--- src/rtl/serial_rshifter.sv ---
`default_nettype none
// ============================================================================
// Module  : serial_rshifter
// Brief   : Iterative one-bit-per-clock right shifter/rotator with start/ready/
//           done_tick handshake for the barrel shifter datapath.
// Revision: 1.0
// ============================================================================
module serial_rshifter #(
    parameter int N = 8,
    parameter int W = 3
) (
    input  logic         clk,
    input  logic         reset,
    input  logic         start,
    input  logic [N-1:0] din,
    input  logic [W-1:0] amt,
    input  logic         rot,
    output logic         ready,
    output logic         done_tick,
    output logic [N-1:0] dout
);

    typedef enum logic [1:0] {
        S_IDLE  = 2'd0,
        S_SHIFT = 2'd1,
        S_DONE  = 2'd2
    } state_t;

    localparam logic [W-1:0] c_zero = '0;
    localparam logic [W-1:0] c_one  = W'(1);

    state_t       state_q, state_d;
    logic [N-1:0] data_q,  data_d;
    logic [W-1:0] cnt_q,   cnt_d;
    logic         rot_q,   rot_d;

    always_ff @(posedge clk or posedge reset) begin
        if (reset) begin
            state_q <= S_IDLE;
            data_q  <= '0;
            cnt_q   <= '0;
            rot_q   <= 1'b0;
        end else begin
            state_q <= state_d;
            data_q  <= data_d;
            cnt_q   <= cnt_d;
            rot_q   <= rot_d;
        end
    end

    always_comb begin
        state_d = state_q;
        data_d  = data_q;
        cnt_d   = cnt_q;
        rot_d   = rot_q;
        case (state_q)
            S_IDLE: begin
                if (start) begin
                    data_d  = din;
                    cnt_d   = amt;
                    rot_d   = rot;
                    state_d = (amt == c_zero) ? S_DONE : S_SHIFT;
                end
            end
            S_SHIFT: begin
                // rot_q selects whether the bit leaving the LSB re-enters at the MSB
                data_d = {rot_q & data_q[0], data_q[N-1:1]};
                cnt_d  = cnt_q - c_one;
                if (cnt_q == c_one) begin
                    state_d = S_DONE;
                end
            end
            S_DONE: begin
                state_d = S_IDLE;
            end
            default: begin
                state_d = S_IDLE;
            end
        endcase
    end

    assign ready     = (state_q == S_IDLE);
    assign done_tick = (state_q == S_DONE);
    assign dout      = data_q;

endmodule
`default_nettype wire

--- config.mk ---
export PLATFORM = sky130hd
export DESIGN_NAME = serial_rshifter
export DESIGN_NICKNAME = d
export VERILOG_FILES = /design/src/rtl/serial_rshifter.sv
export SDC_FILE = /design/constraint.sdc
export NUM_CORES = 1
export LEC_CHECK = 0
export ABC_CLOCK_PERIOD_IN_PS = 3300
export BUFFER_PORTS_ARGS = -buffer_cell sky130_fd_sc_hd__buf_2
export CAP_MARGIN = 25
export CORE_MARGIN = 3
export CORE_UTILIZATION = 52
export CTS_BUF_LIST = sky130_fd_sc_hd__clkbuf_8 sky130_fd_sc_hd__clkbuf_16
export DETAILED_ROUTE_END_ITERATION = 8
export MAX_ROUTING_LAYER = met4
export PLACE_DENSITY = 0.82
export SETUP_SLACK_MARGIN = 0.2
export SYNTH_ARGS = -nofsm -noshare
export SYNTH_HDL_FRONTEND = slang
export SYNTH_SLANG_ARGS = --single-unit
--- constraint.sdc ---
create_clock -name clk -period 3.3 [get_ports clk]
set_input_delay 0.33 -clock clk [delete_from_list [all_inputs] [get_ports clk]]
set_output_delay 0.33 -clock clk [all_outputs]
set_load 0.02 [all_outputs]
==> results of run 1 <==
-- cell usage in the layout, fill, tap and decap left out, drive strengths merged --
cell type / synthesis / layout
and3b: 5 / 5
clkbuf: 1 / 3
and2b: 1 / 1
nor2: 2 / 2
a32oi: 2 / 2
o21bai: 1 / 1
a22oi: 2 / 2
nor3: 1 / 1
o31a: 1 / 1
ha: 2 / 2
buf: 3 / 24
o21ai: 11 / 11
nand2b: 2 / 2
mux2: 1 / 1
inv: 8 / 8
a21oi: 10 / 10
dfrtp: 14 / 14
nand3: 1 / 1
a2bb2oi: 1 / 1
nand2: 8 / 8
nor2b: 3 / 3
o22ai: 1 / 1
-- path summary, 6_finish.rpt --
check                                             from                   end  slack (ps)
worst max-delay path            state_q[0]$_DFFE_PP0P_             done_tick        1660
worst min-delay path                             reset   dout[7]$_DFFE_PP0P_         120
worst max register to register  state_q[0]$_DFFE_PP0P_     rot_q$_DFFE_PP0P_        1730
worst min register to register    cnt_q[1]$_DFFE_PP0P_  cnt_q[1]$_DFFE_PP0P_         490
max in group asynchronous                        reset   dout[5]$_DFFE_PP0P_        2820
min in group clk                                   rot     rot_q$_DFFE_PP0P_         330
-- routing by layer --
metal	vias up	GRT usage (%)
li1	330	-
met1	287	22.1
met2	24	28.5
met3	4	4.47
met4	0	10.2
met5	-	-
-- kinds of logic after synthesis --
group                    Yosys count
buffers and inverters             12
multiplexers                       1
AO/OA/AOI/OAI                     29
AND/OR/NAND/NOR                   23
adder cells (fa/ha/maj)            2
flip-flops                        14
-- sequential cells by signal (all words and copies together), names as in the netlist --
register / count
dout: 8
cnt_q: 3
state_q: 2
rot_q: 1
-- power groups by stage --
stage	registers, mW	clock network, mW	logic, mW
final	0.363	0.136	0.411
after global routing	0.382	0.145	0.458
after CTS	0.364	0.138	0.415
after detailed placement	0.366	0	0.415
after global placement	0.361	0	0.404
after floorplan	0.368	0	0.304
-- metrics by stage --
step,util (%),setup slack (ps)
floorplan,-,1930
global placement,65.6,1780
detailed placement,65.6,1740
CTS,68.7,1660
global route,68.7,1520
finish,68.7,1660
-- final cells by class --
cell class,instances,area (um2)
Sequential cell,14,350
Multi-Input combinational cell,55,355
Clock buffer,3,41.3
Tap cell,15,18.8
Timing Repair Buffer,24,120
Inverter,8,30.0
Fill cell,108,418
==> flow_metrics.tcl, run 1 <==
set metrics [dict create \
    start_util_pct 57.4 \
    cts_inserted_buffers 3 \
    synth-edff-count 0 \
    synthMuxAreaShare_pct 1.96 \
    grt_pass1_wl_um 2570 \
    synth_area_um2 766 \
    drt_first_iter_violations 13 \
    synth.distinct_cells 25 \
    top_layer "met4" \
    p_clk_share_pct 15.0 \
    fin_area_um2 916 \
    root_buffer "clkbuf_8" \
    gr-total-overflow 0 \
    cts_tree "yes" \
    row_count 13 \
    synth_top_family_by_area "compound AO/OA/AOI/OAI gates" \
    ys_ff_latch 14 \
    met3_length_um 102 \
    cp_slowest_stage_delay_ps 790 \
    cts.path.max_buffers 2 \
    worstMarginPinSlew_ps 694 \
    setup_viol 0 \
    crit_cells 2 \
    antenna_found_initial 0 \
    drt-total-wl_um 1610 \
    grt_pass1_vias 623 \
    worstPathRequired_ps 2970 \
    setup.worst_path.class "reg -> out" \
    cp-start-kind "flip-flop" \
    synth-adder-area-share_pct 3.27 \
    p_seq_share_pct 39.9 \
    ys_async_sr_fraction_pct 100 \
    wire_per_inst_um 13.5 \
    grt.total_usage_pct 18.5 \
    core_area_um2 1330 \
    die_height_um 44.4 \
    cp.arrival_ps 1310 \
    vdd_drop_max_uv 516 \
    p_int_mw 0.524 \
    met1_length_um 724 \
    area_delta_synth_final_pct 19.6 \
    p_sw_share_pct 42.5 \
    slew_violations 0 \
    finalHoldViolCount 0 \
    synthTopCellsByCount "14 x dfrtp_1, 10 x a21oi_1, 8 x inv_1, 8 x nand2_1, 7 x o21ai_1" \
    post_dp_cell_area_um2 875 \
    post_synth_xor_area_fraction_pct 0 \
    numPortBuffers 24 \
    avgSynthCellArea_um2 9.45 \
    combPwrFrac_pct 45.1 \
    die_w_um 44.4 \
    finalCritPeriodShare_pct 49.7 \
    fmaxAchievable_mhz 610 \
    skew_ps 0.587 \
    syn_nets 98 \
    hold_buffers 0 \
    drv_cap 0 \
    ys_warn_count 0 \
    vias 645 \
    instances_no_fill 119 \
    final_nets 123 \
    clk_pin_slew_ps 50 \
    holdCritPathClass "in -> async" \
    synth_compound_area_share_pct 23.5 \
    synth_top_cell_by_area "dfrtp_1" \
    worstRegToRegCells 3 \
    ant_nets 0 \
    hpwlAfterDp_um 1180 \
    clkLatencyLatePin_ps 240 \
    crit_path_end_kind "primary output" \
    place_congestion 0.887 \
    viasPerCell 5.42 \
    dr.pass1.iters 4 \
    setup_tns_ps 0 \
    p_total_mw 0.911 \
    place_inst 116 \
    syn_inst 81 \
    synth.top_cell.area_share_pct 45.8 \
    postCtsSetupRepairBufs 0 \
    power.leakage_nw 0.470 \
    path_cells "nor2b_1 -> buf_2" \
    drc 0 \
    power_switching_mw 0.387 \
    h-tree-depth 1 \
    io_pins 25 \
    critPathTopFamily "flip-flops" \
    synth-simple-area-share_pct 17.6 \
    holdWs_ps 124 \
    met2_wirelength_um 765 \
    crit_path_max_fanout 25 \
    rsz0062_at_grt "false" \
    max_slew_margin_pct 53.7 \
    clock_sinks 14 \
    grt_max_degree 26 \
    outcome "finished clean" \
    synth_area_leaders "dfrtp_1 46%, a21oi_1 6.5%, and3b_1 5.7%" \
    ys_seq_area_share_pct 45.8 \
    layout-drive-gt1-share_pct 29.8 \
    dieArea_um2 1970 \
    critPathSlowestCell "dfrtp_1" \
    fin_crit_ps 1640 \
    synth-main-ff-cell "dfrtp_1" \
    diodes 0 \
    pwr_density_cell_nw_per_um2 994 \
    cp.buffers_inverters 1 \
    cts_resized 0 \
    yosysMostFrequentCell "dfrtp_1" \
]
Power figures use the tool's default switching activity.
==> run 2, diff against run 1 <==
--- a/config.mk
+++ b/config.mk
@@ -5,15 +5,15 @@
 export SDC_FILE = /design/constraint.sdc
 export NUM_CORES = 1
 export LEC_CHECK = 0
-export ABC_CLOCK_PERIOD_IN_PS = 3300
+export ABC_CLOCK_PERIOD_IN_PS = 1300
 export BUFFER_PORTS_ARGS = -buffer_cell sky130_fd_sc_hd__buf_2
 export CAP_MARGIN = 25
 export CORE_MARGIN = 3
-export CORE_UTILIZATION = 52
+export CORE_UTILIZATION = 43
 export CTS_BUF_LIST = sky130_fd_sc_hd__clkbuf_8 sky130_fd_sc_hd__clkbuf_16
 export DETAILED_ROUTE_END_ITERATION = 8
 export MAX_ROUTING_LAYER = met4
-export PLACE_DENSITY = 0.82
+export PLACE_DENSITY = 0.72
 export SETUP_SLACK_MARGIN = 0.2
 export SYNTH_ARGS = -nofsm -noshare
 export SYNTH_HDL_FRONTEND = slang
==> constraint.sdc (replaced) <==
create_clock -name clk -period 1.3 [get_ports clk]
set_input_delay 0.13 -clock clk [delete_from_list [all_inputs] [get_ports clk]]
set_output_delay 0.13 -clock clk [all_outputs]
set_load 0.02 [all_outputs]
==> flow_metrics.tcl, run 2 (synthesis gave the netlist of run 1 again) <==
set metrics [dict create \
    outcome "finished clean" \
    worstRegToRegCells 5 \
    dieArea_um2 2320 \
    clock_sinks 14 \
    root_buffer "clkbuf_8" \
    clk_pin_slew_ps 60 \
    h-tree-depth 1 \
    drc 0 \
    instances_no_fill 141 \
    row_count 14 \
    drt_first_iter_violations 20 \
    fmaxAchievable_mhz 804 \
    worstHoldPathCells 2 \
    fin_area_um2 1130 \
    core_area_um2 1590 \
    rsz0062_at_grt "true" \
    post_dp_cell_area_um2 933 \
    die_height_um 48.2 \
    cp-start-kind "flip-flop" \
    p_total_mw 2.98 \
    place_congestion 0.861 \
    finalCritPeriodShare_pct 95.7 \
    fill_cells 114 \
    worst_hold_startpoint "rot" \
    die_w_um 48.2 \
    area_delta_synth_final_pct 48.2 \
    met2_wirelength_um 1140 \
    vdd_drop_max_uv 1320 \
    dr.pass1.iters 6 \
    layout-drive-gt1-share_pct 45.3 \
    io_pins 25 \
    holdCritPathClass "in -> reg" \
    gr-total-overflow 0 \
    place_inst 130 \
    numPortBuffers 24 \
    cp.arrival_ps 1110 \
    hpwlAfterDp_um 1270 \
    ant_nets 0 \
    wire_per_inst_um 14.9 \
    setup.worst_path.class "reg -> out" \
    max_slew_margin_pct 63.7 \
    diodes 0 \
    grt.total_usage_pct 20.3 \
    grt_pass1_wl_um 3070 \
    worstReg2RegEnd "dout[4]$_DFFE_PP0P_" \
    crit_path_end_kind "primary output" \
    finalHoldViolCount 0 \
    final_nets 135 \
    met3_length_um 99 \
    largest_reg_flops 8 \
    grt_pass1_vias 705 \
    met1_length_um 825 \
    power.leakage_nw 0.563 \
    grt_max_degree 15 \
    start_util_pct 48.0 \
    worstMarginPinSlew_ps 544 \
    critical_path.startpoint "state_q[0]$_DFFE_PP0P_" \
    crit_path_max_fanout 3 \
    worstPathRequired_ps 1170 \
    setup_viol 0 \
    antenna_found_initial 0 \
    setup_tns_ps 0 \
    skew_ps 1.27 \
    cts.path.max_buffers 2 \
    cts_tree "yes" \
    pwr_density_cell_nw_per_um2 2630 \
    reg2reg_from "state_q[0]$_DFFE_PP0P_" \
    drt-total-wl_um 2100 \
    r2r_slack_ps 80 \
    drv_cap 0 \
    final_cell_mix "22 x buf_2, 14 x dfrtp_1, 8 x inv_1, 8 x nand2_1" \
    clkLatencyLatePin_ps 240 \
    crit_path_end "done_tick" \
    fin_crit_ps 1240 \
    cts_inserted_buffers 3 \
    viasPerCell 5.21 \
    top_layer "met4" \
    vias 735 \
    slew_violations 0 \
    final_common_cell "buf_2" \
]
[run 2: changes by cell type in the layout (fill, tap and decap cells not counted), moves of 2 or more]
| cell | previous run | this run |
|---|---|---|
| buf_4 | 0 | 6 |
| buf_2 | 24 | 22 |
| a21oi_1 | 10 | 7 |
| a21oi_2 | 0 | 3 |
| nand2b_4 | 0 | 2 |
| buf_6 | 0 | 5 |
[run 2: metrics by stage]
step | util, % | hold WS, ps | worst slack [ps]
floorplan | - | 19.2 | 157
global placement | 58.6 | 200 | 174
detailed placement | 58.6 | 195 | 148
CTS | 68.2 | 132 | 55.0
global route | 71.2 | 135 | -3.48
finish | 71.2 | 150 | 55.9
[run 2: power breakdown]
group | total, mW | leakage (nW) | internal [mW] | switching (mW)
combinational | 1.74 | 0.361 | 0.836 | 0.900
sequential | 0.823 | 0.173 | 0.652 | 0.171
clock | 0.423 | 0.0288 | 0.268 | 0.155
[run 2: worst min path at each step]
stage                                 to  slack (ps)
floorplan           cnt_q[0]$_DFFE_PP0P_          20
global placement    cnt_q[2]$_DFFE_PP0P_         200
detailed placement  cnt_q[2]$_DFFE_PP0P_         200
CTS                    rot_q$_DFFE_PP0P_         130
global route           rot_q$_DFFE_PP0P_         130
finish                 rot_q$_DFFE_PP0P_         150
[run 2: cell type report]
type | instances | area, um2 | share of cell area, %
Clock buffer | 4 | 55.1 | 4.85
Inverter | 8 | 30.0 | 2.65
Multi-Input combinational cell | 56 | 428 | 37.7
Sequential cell | 14 | 350 | 30.9
Tap cell | 24 | 30.0 | 2.65
Timing Repair Buffer | 35 | 241 | 21.3
[run 2: metal layers]
metal | global-route usage [%] | vias to the layer above
met5 | - | -
met4 | 10.2 | 0
met3 | 3.32 | 4
met2 | 35.2 | 22
met1 | 22.2 | 354
li1 | - | 355
[run 2: timing repair]
item                                    4_1_cts  5_1_grt
gates resized for setup                      11        7
pin swaps                                     1        3
gates cloned                                  0        1
endpoints found under the hold margin        14        0
buffers inserted                              5        0
hold buffers                                  1        0
endpoints found under the setup margin       10       15
[run 2: critical path, cell delays in order (launching register included)]
cell	delay [ps]
dfrtp_1	410
buf_6	140
buf_6	110
nor2b_4	90
buf_6	110
==> run 3, diff against run 2 <==
--- a/config.mk
+++ b/config.mk
@@ -8,7 +8,7 @@
 export ABC_CLOCK_PERIOD_IN_PS = 1300
 export BUFFER_PORTS_ARGS = -buffer_cell sky130_fd_sc_hd__buf_2
 export CAP_MARGIN = 25
-export CORE_MARGIN = 3
+export CORE_MARGIN = 2
 export CORE_UTILIZATION = 43
 export CTS_BUF_LIST = sky130_fd_sc_hd__clkbuf_8 sky130_fd_sc_hd__clkbuf_16
 export DETAILED_ROUTE_END_ITERATION = 8
==> flow_metrics.tcl, run 3 (synthesis gave the netlist of run 1 again) <==
set metrics [dict create \
    outcome "finished clean" \
    cts_tree "yes" \
    clock_sinks 14 \
    power.leakage_nw 0.547 \
    seq_area_um2 352 \
    drt-total-wl_um 1790 \
    setup_viol 0 \
    p_total_mw 2.88 \
    cts_inserted_buffers 3 \
    cts.path.max_buffers 2 \
    r2r_slack_ps 150 \
    critPathSlowestCell "dfrtp_1" \
    viasPerCell 4.96 \
    setup.worst_path.class "reg -> reg" \
    final_nets 134 \
    dieArea_um2 2130 \
    critical_path.startpoint "state_q[0]$_DFFE_PP0P_" \
    worstPathRequired_ps 1420 \
    core_area_um2 1710 \
    finalCritPeriodShare_pct 88.7 \
    cp.arrival_ps 1280 \
    pwr_density_cell_nw_per_um2 2550 \
    setup_tns_ps 0 \
    instances_no_fill 140 \
    crit_path_max_fanout 4 \
    rsz0062_at_grt "true" \
    numPortBuffers 24 \
    worstReg2RegEnd "rot_q$_DFFE_PP0P_" \
    worstMarginPinSlew_ps 550 \
    grt.total_usage_pct 20.0 \
    h-tree-depth 1 \
    fill_cells 143 \
    crit_cells 3 \
    ant_nets 0 \
    grt_max_degree 15 \
    io_pins 25 \
    setup_ws_ps 146 \
    die_height_um 46.2 \
    die_w_um 46.2 \
    final_cell_mix "22 x buf_2, 13 x dfrtp_1, 10 x o21ai_1" \
    holdCritPathClass "in -> reg" \
    place_congestion 0.824 \
    diodes 0 \
    place_inst 130 \
    vias 694 \
    cp_slowest_stage_delay_ps 410 \
    path_cells "and2b_4 -> nand2b_4 -> mux2_4" \
    start_util_pct 44.8 \
    final_common_cell "buf_2" \
    finalHoldViolCount 0 \
    antenna_found_initial 0 \
    skew_ps 0.620 \
    clkLatencyLatePin_ps 240 \
    grt_pass1_wl_um 2930 \
    fmaxAchievable_mhz 867 \
    drv_cap 0 \
    reg2reg_from "state_q[0]$_DFFE_PP0P_" \
    critPathTopFamily "flip-flops" \
    fin_crit_ps 1150 \
    grt_pass1_vias 694 \
    hpwlAfterDp_um 1230 \
    slew_violations 0 \
    area_delta_synth_final_pct 47.7 \
    wire_per_inst_um 12.8 \
    clk_pin_slew_ps 50 \
    layout-drive-gt1-share_pct 48.7 \
    vdd_drop_max_uv 1190 \
    cp.buffers_inverters 0 \
    cp-start-kind "flip-flop" \
    dp_worst_setup_slack_ps 149 \
    largest_reg_flops 8 \
    gr-total-overflow 0 \
    multi_input_area_um2 435 \
    crit_path_end_kind "flip-flop" \
    drt_first_iter_violations 9 \
    drc 0 \
    crit_path_end "rot_q$_DFFE_PP0P_" \
    worstRegToRegCells 3 \
    max_slew_margin_pct 63.3 \
    root_buffer "clkbuf_8" \
    row_count 15 \
    dr.pass1.iters 4 \
]
run 3: final cells by class:
class,count,share of cell area [%]
Inverter,8,2.65
Sequential cell,14,31.1
Multi-Input combinational cell,55,38.5
Timing Repair Buffer,35,21.3
Clock buffer,3,3.65
Tap cell,25,2.77
run 3: timing repair:
| item | CTS | global route |
|---|---|---|
| endpoints found under the hold margin | 14 | 0 |
| hold buffers | 1 | 0 |
| setup endpoints to repair | 4 | 16 |
| cloned | 1 | 0 |
| resized for setup | 9 | 18 |
| buffers inserted | 5 | 0 |
| pin swaps | 3 | 3 |
run 3: worst register-to-register path: cells and delay by family (launching register included):
kind             cells  cell delay, ps
flip-flops           1             410
AND/OR/NAND/NOR      2             340
multiplexers         1             290
run 3: worst min-delay path by stage:
| stage | from | endpoint | slack, ps | cells after the start |
|---|---|---|---|---|
| after global routing | rot | rot_q$_DFFE_PP0P_ | 130 | 2 |
| after floorplan | reset | cnt_q[0]$_DFFE_PP0P_ | 20 | 1 |
| final | rot | rot_q$_DFFE_PP0P_ | 130 | 2 |
| after CTS | rot | rot_q$_DFFE_PP0P_ | 130 | 2 |
| after global placement | reset | dout[4]$_DFFE_PP0P_ | 200 | 2 |
| after detailed placement | reset | dout[1]$_DFFE_PP0P_ | 200 | 2 |
run 3: routing by layer:
layer  up-vias  part of all wire (%)  track usage (%)
met2        22                    50             31.7
met4         0                     0             8.57
met5         -                     0                -
met1       322                    46             25.0
li1        350                     -                -
met3         0                   4.6             3.53
run 3: where the power goes:
part	leakage (nW)	internal [mW]	switching, mW
clock	0.0216	0.204	0.138
sequential	0.172	0.655	0.184
combinational	0.354	0.837	0.863
run 3: per-stage QoR:
| stage | utilization [%] | hold slack (ps) | instance area (um2) |
|---|---|---|---|
| 6_report | 66.2 | 129 | 1130 |
| 5_1_grt | 66.2 | 127 | 1130 |
| 4_1_cts | 62.3 | 127 | 1060 |
| 3_5_place_dp | 54.3 | 203 | 927 |
| 3_3_place_gp | 54.3 | 202 | 927 |
| 2_1_floorplan | - | 19.2 | 776 |
